`config.mk`:
```
export PLATFORM = sky130hd
export DESIGN_NAME = output_port_unit
export DESIGN_NICKNAME = d
export VERILOG_FILES = /design/src/rtl/output_port_unit.sv
export SDC_FILE = /design/constraint.sdc
export NUM_CORES = 1
export LEC_CHECK = 0
export ABC_AREA = 1
export CORE_ASPECT_RATIO = 1.25
export CORE_MARGIN = 3
export CORE_UTILIZATION = 58
export DETAILED_ROUTE_END_ITERATION = 7
export DONT_BUFFER_PORTS = 1
export PLACE_DENSITY = 0.76
export REMOVE_ABC_BUFFERS = 1
export SYNTH_ARGS = -nofsm -noshare
export SYNTH_HDL_FRONTEND = slang
export SYNTH_SLANG_ARGS = --single-unit
```
`constraint.sdc`:
```
create_clock -name clk -period 2.6 [get_ports clk]
set_input_delay 0.52 -clock clk [delete_from_list [all_inputs] [get_ports clk]]
set_output_delay 0.52 -clock clk [all_outputs]
set_load 0.01 [all_outputs]
```
`src/rtl/output_port_unit.sv`:
```
// Output-port stage of a 5-port router: round-robin arbitration with packet-level
// locking, a show-ahead flit FIFO and the link-side valid/ready interface.
module output_port_unit #(
    parameter int DATA_WIDTH = 16,
    parameter int DEPTH      = 4,
    parameter int PTR_W      = 2
) (
    input  logic                  clk,
    input  logic                  reset,
    input  logic [4:0]            requestIn,
    input  logic [4:0]            validIn,
    input  logic [DATA_WIDTH-1:0] dataIn0,
    input  logic [DATA_WIDTH-1:0] dataIn1,
    input  logic [DATA_WIDTH-1:0] dataIn2,
    input  logic [DATA_WIDTH-1:0] dataIn3,
    input  logic [DATA_WIDTH-1:0] dataIn4,
    input  logic                  readyIn,
    output logic [4:0]            grant,
    output logic                  ready,
    output logic                  available,
    output logic [DATA_WIDTH-1:0] dataOut,
    output logic                  validOut,
    output logic                  o_dbg_state
);
    // Handshakes: a flit enters on any rising edge with grant[i] && validIn[i] && ready,
    // and leaves on any rising edge with validOut && readyIn; neither side may retract.
    typedef enum logic {ST_IDLE = 1'b0, ST_LOCKED = 1'b1} state_t;

    localparam logic [PTR_W:0]   CNT_FULL = (PTR_W+1)'(DEPTH);
    localparam logic [PTR_W:0]   CNT_ONE  = (PTR_W+1)'(1);
    localparam logic [PTR_W-1:0] PTR_ONE  = PTR_W'(1);

    state_t                r_state, w_next_state;
    logic [2:0]            r_owner, w_next_owner;
    logic [2:0]            r_rr, w_next_rr;
    logic [2:0]            w_pick;
    logic [4:0]            r_grant, w_next_grant;
    logic [DATA_WIDTH-1:0] r_mem [DEPTH];
    logic [PTR_W-1:0]      r_rd, r_wr;
    logic [PTR_W:0]        r_count;
    logic [DATA_WIDTH-1:0] w_owner_data;
    logic                  w_full, w_push, w_pop, w_last;

    function automatic logic [2:0] wrap5(input logic [2:0] base, input logic [2:0] off);
        logic [3:0] s;
        s = {1'b0, base} + {1'b0, off};
        return (s >= 4'd5) ? 3'(s - 4'd5) : s[2:0];
    endfunction

    always_comb begin
        case (r_owner)
            3'd0:    w_owner_data = dataIn0;
            3'd1:    w_owner_data = dataIn1;
            3'd2:    w_owner_data = dataIn2;
            3'd3:    w_owner_data = dataIn3;
            3'd4:    w_owner_data = dataIn4;
            default: w_owner_data = '0;
        endcase
    end

    // Scan offsets high to low so the requester closest to the rr pointer wins.
    always_comb begin
        w_pick = '0;
        for (int k = 4; k >= 0; k--) begin
            if (requestIn[wrap5(r_rr, 3'(k))]) begin
                w_pick = wrap5(r_rr, 3'(k));
            end
        end
    end

    always_ff @(posedge clk) begin
        if (!reset) begin
            r_state <= ST_IDLE;
            r_owner <= '0;
            r_rr    <= '0;
            r_grant <= '0;
        end else begin
            r_state <= w_next_state;
            r_owner <= w_next_owner;
            r_rr    <= w_next_rr;
            r_grant <= w_next_grant;
        end
    end

    always_comb begin
        w_next_state = r_state;
        w_next_owner = r_owner;
        w_next_rr    = r_rr;
        w_next_grant = r_grant;
        case (r_state)
            ST_IDLE: begin
                w_next_grant = '0;
                if ((requestIn != '0) && !w_full) begin
                    w_next_state = ST_LOCKED;
                    w_next_owner = w_pick;
                    w_next_grant = 5'b00001 << w_pick;
                end
            end
            ST_LOCKED: begin
                if (w_push && w_last) begin
                    w_next_state = ST_IDLE;
                    w_next_grant = '0;
                    w_next_rr    = wrap5(r_owner, 3'd1);
                end
            end
            default: w_next_state = ST_IDLE;
        endcase
    end

    // Tail (2'b10) and single (2'b00) are exactly the types with bit 14 clear.
    always_comb begin
        w_full      = (r_count == CNT_FULL);
        ready       = !w_full;
        available   = (r_state == ST_IDLE) && !w_full;
        w_push      = (r_state == ST_LOCKED) && validIn[r_owner] && !w_full;
        w_last      = !w_owner_data[DATA_WIDTH-2];
        validOut    = (r_count != '0);
        w_pop       = validOut && readyIn;
        dataOut     = validOut ? r_mem[r_rd] : '0;
        grant       = r_grant;
        o_dbg_state = r_state;
    end

    always_ff @(posedge clk) begin
        if (!reset) begin
            r_rd    <= '0;
            r_wr    <= '0;
            r_count <= '0;
        end else begin
            if (w_push) r_wr <= r_wr + PTR_ONE;
            if (w_pop)  r_rd <= r_rd + PTR_ONE;
            case ({w_push, w_pop})
                2'b10:   r_count <= r_count + CNT_ONE;
                2'b01:   r_count <= r_count - CNT_ONE;
                default: r_count <= r_count;
            endcase
        end
    end

    always_ff @(posedge clk) begin
        if (reset && w_push) r_mem[r_wr] <= w_owner_data;
    end
endmodule

```
Yosys cells after proc, flatten, opt, wreduce, memory -nomap -nowiden:

Memory sizes are Yosys's and may differ from the RTL's. A register that Yosys moved wholly into a read port is not among the register bits.
Index checks and enable logic that the tools add are counted.

* bits in registers: 19
* bits in latches: 0
* memory bits (writable): 64
* memory bits (read-only): 0
* bits of input ports: 93
* output and inout port bits: 25
* logic and storage cells: 96
* memories: 1

Memory list
* r_mem: depth 4, bits a word 16, read ports 1, clocked after memory_dff 1, write ports 1, RTL line 38 `logic [DATA_WIDTH-1:0] r_mem [DEPTH];`

* add/subtract/negate cells: 15
* multipliers: 0
* divide/modulo/power cells: 0
* order comparisons: 12
* equal/unequal tests: 8
* shift operators: 1
* muxes and demuxes: 36
* bitwise gates (word level): 1
* reduce and logical (&&, ||, !) cells: 15

Operators by type and width (number)
* one-hot mux 16 bit (5 select lines): 1
* two-way mux 3 bit: 11
* < comparator 3 x 4 -> 1 bit (second input constant): 6
* greater-or-equal comparator 4 x 3 -> 1 bit (second input constant): 5
* binary-select mux 1 bit (select 3 bit): 6
* subtractor 3 bit (second input constant): 6
* two-way mux 16 bit: 1
* two-way mux 1 bit: 10
* two-way mux 5 bit: 2
* one-hot mux 5 bit (2 select lines): 1
* adder 3 x 1 -> 4 bit (second input constant): 2
* adder 3 x 2 -> 4 bit (second input constant): 2
* logical AND 1 bit: 7
* == test 3 x 2 -> 1 bit (second input constant): 2
* == test 3 bit (second input constant): 2
* one-hot mux 3 bit (2 select lines): 1
* nonzero test 5 bit: 1
* << shifter 1 x 3 -> 5 bit (first input constant): 1
* adder 2 x 1 -> 2 bit (second input constant): 2
* adder 3 x 3 -> 4 bit (second input constant): 1
* two-way mux 2 bit: 2
* AND reduction 2 bit: 2
* adder 3 x 1 -> 3 bit (second input constant): 1
* == test 3 x 1 -> 1 bit (second input constant): 1
* 11 further kinds: 12

Logic depth before layout (Yosys ltp):

Gate-level depths: netlist of the first run.

* depth in word-level cells: 13
* mapped depth: 23
* mapped depth without buffers: 22

Least setup slack after synthesis of the first run:

OpenSTA, ideal clock, no wires.

* kind: register to register
* from: register r_rr[0]
* to: register r_grant[1] (netlist: grant[1])
* setup time: 120 ps
* arrival: 2396 ps
* setup slack: 84 ps
* cell stages (with the launch flop): 21
* path through: dfxtp_1 > buf_6 > inv_4 > ha_1 > inv_1 > fa_1 > inv_1 > nand2_2 > o21ai_1 > nand3b_1 > nand2_2 > a21oi_4 > nor2_1 > nor2_1 > nand2_1 > nand2_2 > nand2_2 > nand2_1 > nor2_1 > nor2_1 > nor2_1

* cells in the longest elaborated chain, start to end: 13
* elaborated cells between the ends (all ways): 37

RTL lines
* from (decl): RTL line 35 `logic [2:0] r_rr, w_next_rr;`
* from (signal assigned): RTL line 80 `r_rr <= w_next_rr;`
* adder 3 x 3 -> 4 bit: RTL line 46 `s = {1'b0, base} + {1'b0, off};`
* greater-or-equal comparator 4 x 3 -> 1 bit or subtractor 3 bit (tied branches): RTL line 47 `return (s >= 4'd5) ? 3'(s - 4'd5) : s[2:0];`
* two-way mux 3 bit: RTL line 47
* binary-select mux 1 bit (select 3 bit): RTL line 65 `if (requestIn[wrap5(r_rr, 3'(k))]) begin`
* two-way mux 1 bit (not written as such): RTL line 65
* two-way mux 3 bit (4 in series): RTL line 65
* two-way mux 3 bit (*): RTL line 65
* << shifter 1 x 3 -> 5 bit (*): RTL line 96 `w_next_grant = 5'b00001 << w_pick;`
* two-way mux 5 bit (*): RTL line 93 `if ((requestIn != '0) && !w_full) begin`
* one-hot mux 5 bit (2 select lines) (*): RTL line 90 `case (r_state)`
* to (signal assigned): RTL line 81 `r_grant <= w_next_grant;`
* to (decl): RTL line 37 `logic [4:0] r_grant, w_next_grant;`

Mark *: on every way between the ends. The rest lies on a longest branch, timed or not. The select of a mux whose other input is x is not followed.
A chain may end at the register's enable or synchronous reset.

Final worst setup path of the first run:

Ends and elaborated chain as after synthesis.

==> impl_results.md, run 1 <==
- F_max: between 300 and 400 MHz
- Pwr Density: 1261 nW/um^2
- Worst-path maximum fanout: 4
- Worst r2r dst: grant[1]$_SDFFE_PN0P_
- Area of the multi-input gates: 2371 um^2
- Peak VDD IR: 0.8888 mV
- Design Area, Final: 5529 um^2
- Rel. slew slack: 62.30%
- Clock tree root driver cell: clkbuf_8
- Global Route met2 Usage: 43.73%
- DR vias/cell: around 6
- Max cap viols: 0
- Sequential Area: 2349 um^2
- Wirelength, routed: between 10000 and 15000 um
- Total chip power: between 6 and 7 mW
- Run status: finished, final reports clean
- Clock share of power: between 10% and 20%
- Aggregate global routing overflow: 0
- Area grow syn2layout: 9.816%
- Area of the core: between 8000 and 9000 um^2
- Worst-Skew Late Latency: 360 ps
- Worst r2r src: r_rr[0]$_SDFFE_PN0P_
- Post-DP Area: around 5200 um^2
- Clk buf depth: 2
- Commonest non-fill, non-tap cells in the layout: nand2_1 (123), nor2_1 (89), inv_1 (69), o21ai_0 (64), edfxtp_1 (64)
- Comb pwr share: 58.1%
- # IOs: 118
- PortBufs: 0
- Busiest layer in global routing: met2
- Largest net degree at the start of global routing: 33
- Final setup violation count: 0
- Post-layout util: between 60% and 70%
- Flop pwr share: 29.1%
- Initial DRC count: 320
- Die footprint: 9842 um^2
- Worst setup EP type: flip-flop
- RD Place Congestion: about 1
- RSZ-0062 raised after global routing: yes
- Wire per inst: around 17 um
- Final nets: 754
- Worst-case reg-to-reg path depth: 20
- Tightest Pin Transition: 564.9 ps
- Routed vias: approximately 4400
- Lkg Pwr: 2.293 nW
- Critical Path Sink: grant[1]$_SDFFE_PN0P_
- Synth Warn #: 0
- Htree depth: 3
- Number of global-route vias before repair: 3975
- Filler Cells Inserted: 665
- Global-route wire length before repair: 18440 um
- Number of core rows: 37
- Placed Cells: 721
- Die W: a little under 90 um
- Tmin final: around 2500 ps
- Tcrit/Tclk final: 96.29%
- Post-synthesis cell type count: 36
- Commonest non-fill, non-tap cell in the layout: nand2_1
- Antenna viol nets, final: 0
- Grt met3 use: 7.584%
- R2r setup slk: 100 ps
- Final hold violations: 0
- Clk slew on worst S/H paths: 80 ps
- Synthesis-stage register bit count: 85
- Crit path launch: r_rr[0]$_SDFFE_PN0P_
- Crit Path Category: flip-flop to flip-flop
- Clock buffer count from CTS: 9
- Hold WS: 263.2 ps
- Sink Count: 85
- Switch share: a little under half
- Net switching power: 3.302 mW
- Remaining DRCs: 0
- Antenna cells: 0
- CTS tree: done
- Worst hold path type: primary input to flip-flop
- Avg Inst Size Synth: 8.056 um^2
- CP arrival: between 2000 and 3000 ps
- Fin. max-slew vios: 0
- Worst EP required: 2900 ps
- Int Power: between 3 and 4 mW
- Met1 Use GR: 28.10%
- Clock skew: 10.56 ps
- Share of layout cells above drive strength 1: 13.04%
- CP Launch Type: flip-flop
- Post-CTS Hold Buffers: 0
- Final HPWL DP: roughly 9000 um
- Total GRT Usage: 25.17%
- Mapped Area: 5035 um^2
- Starting density of the core: 60.42%
- Final Non-Filler Cells: 741
- Number of antenna violations at the first check in global routing: 0
- Post-synthesis instance total: between 600 and 700
- Detailed Routing Iterations Pass 1: 7
- Sequential share of the synthesized area: 46.52%
- Die height: 110.2 um
-- metal layers --
metal / routed length, um / up-vias / share of wire, %
li1: - / 2119 / -
met1: 4896 / 2003 / 38
met2: 6467 / 208 / 50
met3: 1090 / 33 / 8.5
met4: 366 / 0 / 2.9
met5: 0 / - / 0
-- synthesized netlist by cell type --
cell type	count	area share, %
xor2_1	3	0.52
nand2_1	125	9.3
nand4_1	5	0.62
fa_1	2	0.80
dfxtp_1	21	8.3
o21ai_2	1	0.17
inv_1	73	5.4
a32o_1	3	0.60
nand3_2	2	0.40
inv_4	1	0.12
o21ai_1	3	0.30
clkbuf_1	17	1.3
edfxtp_1	64	38
o21ai_0	67	6.7
nand3_1	41	4.1
nor2_4	1	0.22
buf_6	1	0.22
nand2_2	14	1.7
nand3_4	1	0.35
nor2_1	89	6.6
clkbuf_8	1	0.27
a21oi_1	37	3.7
o221ai_1	1	0.17
buf_1	1	0.074
nand2b_1	1	0.12
ha_1	20	5.0
nor3_1	3	0.30
buf_4	1	0.15
a21oi_4	1	0.32
nor3_2	1	0.20
a221oi_1	15	2.6
xnor2_1	1	0.17
and2_4	1	0.17
inv_2	3	0.22
nand3b_1	3	0.45
o22ai_1	1	0.12
-- power by group through the flow --
| stage | Combinational [mW] | Clock, mW | Sequential (mW) |
|---|---|---|---|
| global placement | 3.68 | 0 | 2.04 |
| finish | 4.05 | 0.889 | 2.03 |
| CTS | 3.79 | 0.895 | 2.02 |
| floorplan | 2.69 | 0 | 2.08 |
| global route | 4.53 | 0.953 | 2.05 |
| detailed placement | 3.76 | 0 | 2.05 |
-- sequential cells by signal (all words and copies together) (netlist names), named ones only --
signal and flops:
r_owner 3, o_dbg_state 1, r_rd 2, grant 5
r_rr 3, r_wr 2, r_count 3, r_mem 64
-- layout make-up --
cell class              instances  area share, %
repair buffers                 24          3.553
clock inverters                 4         0.5657
well taps                      97          2.195
clock buffers                  12          2.987
inverters                      77          5.341
flip-flops and latches         85          42.48
multi-input cells             442          42.88
-- worst max-delay path, cell delays in order (launching register included) --
cell      delay (ps)
dfxtp_2          350
inv_4             60
ha_1             150
inv_1             70
fa_2             370
inv_2            100
nand2_4           80
o21ai_4          220
nand3b_1         150
nand2_2           80
a21oi_4          180
nand2_1           70
inv_1             50
nand2_1           40
nand2_1           70
nand2_2           60
nand2_2           70
nand2_1           50
nor2_1            90
nor2_1            50
nor2_1            70
-- logic make-up (layout without fill, tap and decap cells) --
kind of cell    after synthesis  in the layout  synth area share [%]
compound gates              129            129                 14.64
xor+xnor                      4              4                0.6960
fa+ha+maj                    22             22                 5.765
buf+inv                      98            117                 7.778
flops                        85             85                 46.52
simple gates                287            287                 24.60
-- through the flow --
stage          setup WS (ps)  TNS, ps
2_1_floorplan          14.59        0
3_3_place_gp          -2.503   -3.753
3_5_place_dp          -23.25   -23.85
4_1_cts                29.71        0
5_1_grt               -118.9   -483.6
6_report               96.53        0
-- repair_timing --
item	CTS	global route
endpoints found under the setup margin	4	9
resized for setup	2	24
buffers inserted	0	4
pin swaps	0	5
-- worst min path at each step --
stage | cells after the start | slack [ps] | to | start
2_1_floorplan | 2 | 440 | flip-flop | r_rd[1]$_SDFFE_PN0P_
3_3_place_gp | 2 | 450 | r_rd[1]$_SDFFE_PN0P_ | r_rd[1]$_SDFFE_PN0P_
3_5_place_dp | 2 | 470 | r_rd[1]$_SDFFE_PN0P_ | r_rd[1]$_SDFFE_PN0P_
4_1_cts | 2 | 250 | r_owner[2]$_SDFFE_PN0P_ | reset
5_1_grt | 2 | 260 | r_owner[2]$_SDFFE_PN0P_ | reset
6_report | 2 | 260 | r_owner[2]$_SDFFE_PN0P_ | reset
Power figures use the tool's default switching activity.
==> run 2: changes to the inputs <==
- SKIP_CTS_REPAIR_TIMING: unset -> 1
==> impl_results.md, run 2 (synthesis results as in run 1) <==
- Final Non-Filler Cells: 740 (-0.13%)
- Worst-case reg-to-reg path depth: 20 (unchanged)
- Final setup margin: 88.55 ps (-7.975 ps)
- Largest net degree at the start of global routing: 33 (unchanged)
- Clk slew on worst S/H paths: 80 ps (about the same)
- Fin. max-slew vios: 0 (unchanged)
- Global-route wire length before repair: 18440 um (unchanged)
- Sequential Area: 2349 um^2 (unchanged)
- Worst-case hold path end point: r_owner[2]$_SDFFE_PN0P_
- Hold Crit Depth: 2 (unchanged)
- RD Place Congestion: 1.023 (unchanged)
- CP arrival: 2820 ps (+20 ps)
- Worst r2r dst: r_owner[2]$_SDFFE_PN0P_
- DR vias/cell: 5.869 (-0.32%)
- RSZ-0062 raised after global routing: yes
- Commonest non-fill, non-tap cells in the layout: nand2_1 (124), nor2_1 (89), inv_1 (69), o21ai_0 (64), edfxtp_1 (64)
- Design Area, Final: 5527 um^2 (about the same)
- Htree depth: 3 (unchanged)
- Clk buf depth: 2 (unchanged)
- Total chip power: 6.955 mW (-0.26%)
- Setup TNS: 0 ps (unchanged)
- HP Start: reset
- Clock tree root driver cell: clkbuf_8
- Area of the core: 8333 um^2 (unchanged)
- Final setup violation count: 0 (unchanged)
- Worst-Skew Late Latency: 360 ps (about the same)
- Total GRT Usage: 25.17% (unchanged)
- CTS tree: done
- Routed vias: 4343 (-0.46%)
- Wirelength, routed: 12770 um (-0.38%)
- Number of flip-flops in the largest register: 64 (unchanged)
- Worst setup EP type: flip-flop
- Commonest non-fill, non-tap cell in the layout: nand2_1
- Rel. slew slack: 61.71% (-0.59 points)
- Antenna cells: 0 (unchanged)
- Filler Cells Inserted: 665 (unchanged)
- Post-DP Area: 5211 um^2 (unchanged)
- PortBufs: 0 (unchanged)
- Number of antenna violations at the first check in global routing: 0 (unchanged)
- Final nets: 753 (-0.13%)
- Remaining DRCs: 0 (unchanged)
- Clock buffer count from CTS: 9 (unchanged)
- Max cap viols: 0 (unchanged)
- Setup WS pre-CTS: -23.25 ps (unchanged)
- F_max: 398.2 MHz (-0.32%)
- Placed Cells: 721 (unchanged)
- Wire per inst: 17.26 um (-0.25%)
- Worst-path maximum fanout: 4 (unchanged)
- Area of the multi-input gates: 2376 um^2 (+0.21%)
- Detailed Routing Iterations Pass 1: 5 (-2)
- Number of core rows: 37 (unchanged)
- Number of global-route vias before repair: 3975 (unchanged)
- Initial DRC count: 293 (-8.4%)
- Die W: 89.34 um (unchanged)
- Aggregate global routing overflow: 0 (unchanged)
- Final hold violations: 0 (unchanged)
- Die footprint: 9842 um^2 (unchanged)
- Sink Count: 85 (unchanged)
- Share of layout cells above drive strength 1: 12.91% (-0.14 points)
- Post-layout util: 66.32% (about the same)
- Run status: finished, final reports clean
- Worst hold path type: primary input to flip-flop
- Largest Register: r_mem
- Hold WS: 259.4 ps (-3.817 ps)
- Worst r2r src: r_rr[0]$_SDFFE_PN0P_
- Crit Path Category: flip-flop to flip-flop
- Lkg Pwr: 2.286 nW (-0.33%)
- Area grow syn2layout: 9.766% (about the same)
- Clock skew: 9.694 ps (-0.8692 ps)
- Pwr Density: 1258 nW/um^2 (-0.22%)
- CP Launch Type: flip-flop
- Starting density of the core: 60.42% (unchanged)
- Final HPWL DP: 9009 um (unchanged)
- Tmin final: 2511 ps (+7.975 ps)
- Tcrit/Tclk final: 96.59% (+0.31 points)
- Tightest Pin Transition: 573.7 ps (+8.806 ps)
- # IOs: 118 (unchanged)
- Worst EP required: 2910 ps (about the same)
- R2r setup slk: 90 ps (about the same)
- Peak VDD IR: 0.8944 mV (+0.63%)
- Antenna viol nets, final: 0 (unchanged)
- Die height: 110.2 um (unchanged)
==> run 2: cell count changes in the layout (fill, tap and decap cells not counted) <==
| cell | delta |
|---|---|
| buf_4 | -1 |
| ha_1 | -1 |
| ha_4 | +1 |
| nand2_1 | +1 |
| nand2_4 | -1 |
==> run 2: cell type report <==
cell class / instances / share of cell area [%]
tap: 97 / 2.196
sequential: 85 / 42.49
clock inverter: 4 / 0.5660
inverter: 77 / 5.343
clock buffer: 12 / 2.988
multi-input combinational: 442 / 42.99
timing repair buffer: 23 / 3.419
==> run 2: worst max-delay path, cell delays in order, from the launching register on <==
cell and delay (ps):
dfxtp_2 350, inv_4 60, ha_1 150, inv_1 70, fa_2 370, inv_2 100, nand2_4 70, nand2_2 90
nand3_1 140, nor3_4 250, nand2b_1 130, inv_1 50, nand2_1 60, nand2_1 40, nand2_1 50, nand2_1 50
nand2_1 130, nand2_1 100, o21ai_0 80, nand2_1 70, inv_1 40
==> run 2: report_power, final <==
group	total (mW)	switching (mW)	leakage (nW)	internal, mW
Combinational	4.03	2.67	1.43	1.36
Sequential	2.03	0.156	0.753	1.88
Clock	0.891	0.464	0.0987	0.428
Total	6.96	3.29	2.29	3.67
==> run 2: metal layers <==
metal / vias up / share of wire (%) / wire length, um / track usage, %
li1: 2112 / - / - / -
met1: 1996 / 38 / 4810 / 28.10
met2: 199 / 50 / 6430 / 43.73
met3: 36 / 9.4 / 1196 / 7.584
met4: 0 / 2.6 / 334 / 11.17
met5: - / 0 / 0 / 0
==> run 2: how the worst max path moves through the flow <==
stage	startpoint	to	slack, ps	cells after the start
3_5_place_dp	r_rr[1]$_SDFFE_PN0P_	grant[1]$_SDFFE_PN0P_	-20	18
6_report	r_rr[0]$_SDFFE_PN0P_	r_owner[2]$_SDFFE_PN0P_	90	20
2_1_floorplan	r_rr[0]$_SDFFE_PN0P_	grant[1]$_SDFFE_PN0P_	10	16
4_1_cts	r_rr[1]$_SDFFE_PN0P_	grant[1]$_SDFFE_PN0P_	-40	18
3_3_place_gp	r_rr[1]$_SDFFE_PN0P_	grant[2]$_SDFFE_PN0P_	-3	19
5_1_grt	r_rr[0]$_SDFFE_PN0P_	grant[2]$_SDFFE_PN0P_	-90	19
==> run 3: changes to the inputs <==
- PLACE_DENSITY: 0.76 -> 0.74
- clock period: 2.6 -> 2.9 ns (I/O delays scaled with it)
==> impl_results.md, run 3 (synthesis results as in run 1) <==
- Worst r2r dst: grant[0]$_SDFFE_PN0P_
- Worst r2r src: r_rr[1]$_SDFFE_PN0P_
- Crit Path Category: flip-flop to flip-flop
- Routed vias: 4310 (-0.76%)
- Largest net degree at the start of global routing: 33 (unchanged)
- Number of flip-flops in the largest register: 64 (unchanged)
- Final Non-Filler Cells: 730 (-1.4%)
- Number of core rows: 37 (unchanged)
- Antenna cells: 0 (unchanged)
- Peak VDD IR: 0.7770 mV (-13%)
- Share of layout cells above drive strength 1: 9.005% (-3.9 points)
- Final setup violation count: 0 (unchanged)
- Area grow syn2layout: 6.486%
- # IOs: 118 (unchanged)
- Detailed Routing Iterations Pass 1: 5 (unchanged)
- Sink Count: 85 (unchanged)
- Run status: finished, final reports clean
- Setup WS pre-CTS: 197.3 ps (+220.5 ps)
- CTS tree: done
- Worst setup EP type: flip-flop
- Total GRT Usage: 25.99% (+0.82 points)
- PortBufs: 0 (unchanged)
- Fin. max-slew vios: 0 (unchanged)
- Commonest non-fill, non-tap cell in the layout: nand2_1
- Die height: 110.2 um (unchanged)
- Largest Register: r_mem
- Commonest non-fill, non-tap cells in the layout: nand2_1 (125), nor2_1 (89), inv_1 (73), o21ai_0 (67), edfxtp_1 (64)
- Clk buf depth: 2 (unchanged)
- Worst-case hold path end point: r_owner[2]$_SDFFE_PN0P_
- Wirelength, routed: 12730 um (-0.30%)
- Pwr Density: 1116 nW/um^2 (-11%)
- Final HPWL DP: 9252 um (+2.7%)
- Tcrit/Tclk final: 89.68% (-6.9 points)
- Htree depth: 3 (unchanged)
- Rel. slew slack: 44.72% (-17 points)
- Clk slew on worst S/H paths: 90 ps (about the same)
- Tightest Pin Transition: 828.3 ps (+254.5 ps)
- Max cap viols: 0 (unchanged)
- Die footprint: 9842 um^2 (unchanged)
- Global-route wire length before repair: 19150 um (+3.9%)
- Clock buffer count from CTS: 9 (unchanged)
- DR vias/cell: 5.904 (+0.60%)
- Slowest-stage cell, CP: dfxtp_2
- Total chip power: 5.984 mW (-14%)
- Starting density of the core: 60.42% (unchanged)
- Cell Chain, Critical Path: inv_1 > ha_1 > ha_1 > nand2_1 > nand2_2 > o21ai_0 > nand3_1 > nand2_1 > nand2_2 > nand2_1 > nand2_1 > nand2_1 > nand2_1 > nand2_1 > nand2_1 > nor2_1 > nand3_1 > a21oi_1
- Die W: 89.34 um (unchanged)
- Crit path max-delay family: simple AND/OR/NAND/NOR gates
- RSZ-0062 raised after global routing: no
- CP Launch Type: flip-flop
- Crit path buffers/inverters: 1 (-4)
- Hold Crit Depth: 2 (unchanged)
- RD Place Congestion: 0.9320 (-8.9%)
- CP arrival: 2880 ps (+60 ps)
- Worst EP required: 3180 ps (+270 ps)
- HP Start: reset
- Final hold violations: 0 (unchanged)
- Clock tree root driver cell: clkbuf_8
- Placed Cells: 714 (-0.97%)
- Design Area, Final: 5361 um^2 (-3.0%)
- Number of antenna violations at the first check in global routing: 0 (unchanged)
- Lkg Pwr: 2.225 nW (-2.7%)
- Final setup margin: 299.3 ps (+210.8 ps)
- Most used cell, CP: nand2_1
- Initial DRC count: 288 (-1.7%)
- Antenna viol nets, final: 0 (unchanged)
- Remaining DRCs: 0 (unchanged)
- Post-DP Area: 5159 um^2 (-1.0%)
- Area of the core: 8333 um^2 (unchanged)
- F_max: 384.5 MHz (-3.4%)
- R2r setup slk: 300 ps (+210 ps)
- Clock skew: 18.28 ps (+8.589 ps)
- Hold WS: 321.8 ps (+62.40 ps)
- CP max stage delay: 420 ps (+50 ps)
- Setup TNS: 0 ps (unchanged)
- Aggregate global routing overflow: 0 (unchanged)
- Post-layout util: 64.34% (-2.0 points)
- Worst-Skew Late Latency: 360 ps (about the same)
- Worst-case reg-to-reg path depth: 18 (-10%)
- Worst-path maximum fanout: 7 (+3)
- Number of global-route vias before repair: 4139 (+4.1%)
- Wire per inst: 17.44 um (+1.1%)
- Worst hold path type: primary input to flip-flop
- Final nets: 743 (-1.3%)
- Tmin final: 2601 ps (+89.22 ps)
==> run 3: changes by cell type in the layout (fill, tap and decap cells not counted), moves of 3 or more <==
| cell | delta |
|---|---|
| buf_4 | -8 |
| ha_1 | +4 |
| inv_1 | +4 |
| clkbuf_8 | -3 |
| inv_2 | -3 |
| o21ai_0 | +3 |
==> run 3: how the worst max path moves through the flow <==
stage                         start               endpoint  slack (ps)  depth (start not counted)
2_1_floorplan  r_rr[0]$_SDFFE_PN0P_  grant[1]$_SDFFE_PN0P_         310                         16
3_3_place_gp   r_rr[1]$_SDFFE_PN0P_  grant[1]$_SDFFE_PN0P_         300                         18
3_5_place_dp   r_rr[1]$_SDFFE_PN0P_  grant[1]$_SDFFE_PN0P_         200                         18
4_1_cts        r_rr[1]$_SDFFE_PN0P_  grant[1]$_SDFFE_PN0P_         190                         18
5_1_grt        r_rr[1]$_SDFFE_PN0P_  grant[1]$_SDFFE_PN0P_           7                         19
6_report       r_rr[1]$_SDFFE_PN0P_  grant[0]$_SDFFE_PN0P_         300                         18
==> run 3: worst reg2reg max path, delay by kind of cell, from the launching register on <==
family | cells | cell delay (ps)
and+or+nand+nor | 13 | 1020
adders and majority gates | 2 | 570
DFF | 1 | 420
AOI/OAI and AO/OA | 2 | 390
buffers and inverters | 1 | 150
==> run 3: layout make-up <==
cell class	instances	area, um^2
Inverter	77	291.5
Tap cell	97	121.4
Sequential cell	85	2344
Multi-Input combinational cell	442	2310
Clock buffer	10	127.6
Timing Repair Buffer	13	97.59
Clock inverter	6	70.07
Fill cell	739	2972
==> run 3: routing by layer <==
layer,up-vias,part of all wire (%),global-route usage (%)
li1,2097,-,-
met5,-,0,0
met1,1995,37,27.26
met4,0,3.7,14.15
met3,37,8.9,8.104
met2,181,51,45.57
==> run 3: power by group <==
group          switching (mW)  internal, mW  total (mW)
clock network           0.433         0.406       0.839
logic                    2.26          1.05        3.31
registers               0.159          1.68        1.84
